`src/rtl/counter_b4_core.sv`:
```
// 4-bit multi-mode counter: +STEP, -1, +1 or parallel load, with registered
// wrap (rco) and load-acknowledge flags.
module counter_b4_core #(
    parameter int unsigned NBITS = 4,
    parameter int unsigned STEP  = 3
) (
    input  logic             b4_clk,
    input  logic             b4_reset,
    input  logic             b4_enable,
    input  logic [1:0]       b4_mode,
    input  logic [NBITS-1:0] b4_D,
    output logic [NBITS-1:0] b4_Q,
    output logic             b4_rco,
    output logic             b4_load
);

    typedef enum logic [1:0] {
        MODE_STEP = 2'b00,
        MODE_DOWN = 2'b01,
        MODE_UP   = 2'b10,
        MODE_LOAD = 2'b11
    } mode_e;

    localparam logic [NBITS:0] STEP_W = (NBITS+1)'(STEP);
    localparam logic [NBITS:0] ONE_W  = (NBITS+1)'(1);

    logic [NBITS-1:0] q_q, q_d;
    logic             rco_q, rco_d;
    logic             load_q, load_d;
    logic [NBITS:0]   sum;

    // The extra top bit of the widened sum is the carry out used for rco.
    always_comb begin
        q_d    = q_q;
        rco_d  = 1'b0;
        load_d = 1'b0;
        sum    = '0;
        if (b4_enable) begin
            unique case (mode_e'(b4_mode))
                MODE_STEP: begin
                    sum   = {1'b0, q_q} + STEP_W;
                    q_d   = sum[NBITS-1:0];
                    rco_d = sum[NBITS];
                end
                MODE_DOWN: begin
                    q_d   = q_q - 1'b1;
                    rco_d = (q_q == '0);
                end
                MODE_UP: begin
                    sum   = {1'b0, q_q} + ONE_W;
                    q_d   = sum[NBITS-1:0];
                    rco_d = sum[NBITS];
                end
                MODE_LOAD: begin
                    q_d    = b4_D;
                    load_d = 1'b1;
                end
                default: ;
            endcase
        end
    end

    always_ff @(posedge b4_clk or negedge b4_reset) begin
        if (!b4_reset) begin
            q_q    <= '0;
            rco_q  <= 1'b0;
            load_q <= 1'b0;
        end else begin
            q_q    <= q_d;
            rco_q  <= rco_d;
            load_q <= load_d;
        end
    end

    assign b4_Q    = q_q;
    assign b4_rco  = rco_q;
    assign b4_load = load_q;

endmodule
```
`config.mk`:
```
export PLATFORM = sky130hd
export DESIGN_NAME = counter_b4_core
export DESIGN_NICKNAME = d
export VERILOG_FILES = /design/src/rtl/counter_b4_core.sv
export SDC_FILE = /design/constraint.sdc
export NUM_CORES = 1
export LEC_CHECK = 0
export CAP_MARGIN = 20
export CORE_UTILIZATION = 40
export DETAILED_ROUTE_END_ITERATION = 6
export PLACE_DENSITY = 0.69
export RECOVER_POWER = 50
export SLEW_MARGIN = 20
export SYNTH_ARGS = -nofsm -noshare
export SYNTH_HDL_FRONTEND = slang
export SYNTH_SLANG_ARGS = --single-unit
```
`constraint.sdc`:
```
create_clock -name b4_clk -period 1.5 [get_ports b4_clk]
set_input_delay 0.225 -clock b4_clk [delete_from_list [all_inputs] [get_ports b4_clk]]
set_output_delay 0.225 -clock b4_clk [all_outputs]
set_load 0.01 [all_outputs]
```
==> impl_metrics.json <==
{
  "status": "complete, no violations",
  "routabilityCongestion": 0.767,
  "max-vdd-ir-drop_mv": 0.621,
  "path_class": "reg -> reg",
  "drt_iter0_drc": 10,
  "multi_input_area_um2": 325,
  "ys_dominant_reg_cell": "dfrtp_1",
  "synth-xor-area-share": 0.0337,
  "grt_max_degree": 11,
  "cts_inserted_buffers": 3,
  "async_reset_ff_frac": 1.00,
  "clock_sinks": 6,
  "syn_inst": 56,
  "cts_tree": "built",
  "end_kind": "register",
  "grt_pass1_wl_um": 2090,
  "maxSlewHeadroom": 0.739,
  "worstPathCellList": "buf_6 -> buf_4 -> nand2b_4 -> a32oi_2 -> a2111oi_2 -> a311o_1",
  "synth_seq_cells": 6,
  "report.power.total_mw": 0.930,
  "grt_overflow_total": 0,
  "ant_nets": 0,
  "chipHeight_um": 38.0,
  "critical_path.max_fanout": 3,
  "die_w_um": 38.0,
  "dpl_worst_slack_ns": -0.149,
  "dp.cells": 90,
  "ys_warn_count": 0,
  "clk_pin_slew_ns": 0.04,
  "layout_min_cycle_time_ns": 1.48,
  "power.density_nw_per_um2": 1200,
  "rr_startpoint": "b4_Q[0]",
  "setup_tns_ns": 0,
  "clock.fmax_ghz": 0.674,
  "synth-compound-area-share": 0.210,
  "core_area_um2": 1160,
  "leakagePower_nw": 0.354,
  "clock_skew_ns": 0.00189,
  "max-cap-violations": 0,
  "min-delay-path-class": "in -> async",
  "synth_top_family_by_area": "compound AO/OA/AOI/OAI gates",
  "synth.most_common_cell": "dfrtp_1",
  "synthAdderAreaFrac": 0.0723,
  "rsz0062_at_grt": "yes",
  "synth_mux_area_frac": 0.0795,
  "slowest_stage": "dfrtp_2",
  "syn-cell-area_um2": 519,
  "dr.pass1.iters": 4,
  "antenna_found_initial": 0,
  "reg2reg_slack_ns": 0.02,
  "hold_ws_ns": 0.294,
  "viasPerCell": 5.16,
  "pin_count": 15,
  "cp_slowest_stage_delay_ns": 0.42,
  "clockBufferDepth": 2,
  "fin_area_um2": 772,
  "n_antenna_cell": 0,
  "syn-num-nets": 68,
  "nFillCells": 87,
  "wirelength_um": 1230,
  "worstReg2RegEnd": "b4_Q[3]",
  "yosys.area.top_type_share": 0.289,
  "drive_gt1_frac": 0.329,
  "num_rows": 12,
  "setup_slack_ns": 0.0161,
  "slew_viol_final": 0,
  "synth_simple_gate_area_frac": 0.186,
  "reg2reg_depth": 6,
  "htree_levels": 1,
  "seq_area_um2": 154,
  "synth_area_per_cell_um2": 9.27,
  "synth_area_leaders": "dfrtp_1, ha_1, mux2i_1",
  "cp.required_ns": 1.63,
  "critPathTopFamily": "compound AO/OA/AOI/OAI gates",
  "arrival_ns": 1.61,
  "synth_cell_types": 30,
  "synth_edf_count": 0,
  "synth-seq-area-share": 0.289,
  "final_cells": 96,
  "area.growth.synth_to_final_pct": 48.7,
  "final_nets": 96,
  "final-hold-violation-count": 0,
  "grt_pass1_vias": 452,
  "hpwl_um": 916,
  "crit_buf_inv": 2,
  "route.detailed.drc": 0,
  "numPortBuffers": 14,
  "startpoint_type": "register",
  "yosysTopAreaCell": "dfrtp_1",
  "final_util": 0.668,
  "fin_crit_sh": 0.989,
  "clock-root-buffer": "clkbuf_4",
  "clk_latency_ns": 0.25,
  "num_vias": 495,
  "setup_viol": 0,
  "synth_common_cells": "dfrtp_1, a21oi_1, nand2_1, nor2_1, o21ai_0",
  "grtUsageTotal": 0.214,
  "dieArea_um2": 1450,
  "tightest_slew_ns": 0.391,
  "placed_cell_area_um2": 696,
  "post_drt_wl_per_cell_um": 12.8,
  "start_util": 0.449
}
where the power goes:
part,internal (mW),switching [mW],total (mW)
clock network,0.0905,0.0591,0.150
logic,0.282,0.225,0.507
registers,0.208,0.0647,0.273
total,0.581,0.348,0.930
how the worst max path moves through the flow:
stage	from	end	slack [ns]	depth (start not counted)
detailed placement	b4_mode[1]	b4_Q[3]	-0.15	5
finish	b4_Q[0]	b4_Q[3]	0.02	6
global route	b4_Q[0]	b4_Q[3]	-0.05	5
CTS	b4_Q[0]	b4_Q[3]	0.004	6
floorplan	b4_Q[0]	b4_Q[1]	0.03	5
global placement	b4_mode[1]	b4_Q[3]	-0.08	5
registers in the layout, summed over array words and instances (netlist names):
register and flops:
b4_Q 4, b4_rco 1, b4_load 1
final cells by class:
cell class              count  area share
multi-input cells          43       0.421
repair buffers             27       0.313
flip-flops and latches      6       0.199
clock buffers               3      0.0292
well taps                  14      0.0227
inverters                   3      0.0146
layer usage:
layer  vias up  track usage  share of wire
li1        251            -              -
met2        16        0.335           0.47
met1       226        0.293           0.48
met5         -            0              0
met3         2       0.0523          0.041
met4         0       0.0536         0.0081
cells in the final DEF, fill, tap and decap left out, types with 2 or more instances in the layout:
cell	netlist	final
ha_1	3	3
buf_4	0	12
clkdlybuf4s50_1	0	10
a21oi_1	5	4
dfrtp_2	0	3
nor2_1	4	4
clkbuf_4	0	3
mux2i_1	3	3
o21ai_1	1	2
dfrtp_1	6	3
dlygate4sd2_1	0	2
nand2_1	4	4
inv_1	3	3
o21ai_0	4	3
worst reg2reg max path, stage by stage, from the launching register on:
cell and delay [ns]:
dfrtp_2 0.42, buf_6 0.13, buf_4 0.13, nand2b_4 0.13, a32oi_2 0.19, a2111oi_2 0.05, a311o_1 0.32
cells by family after synthesis:
kind of cell,Yosys count
xor gates and xnor gates,2
muxes,4
buffers and inverters,7
AOI/OAI and AO/OA,16
adders and majority gates,3
DFF,6
and+or+nand+nor,18
what timing repair did:
| item | in CTS | in global routing |
|---|---|---|
| setup buffers | 2 | 1 |
| pin swaps | 0 | 4 |
| setup endpoints to repair | 4 | 4 |
| hold buffers | 0 | 0 |
| gates resized for setup | 4 | 8 |
Note: power is estimated with default switching activity, not from simulation.
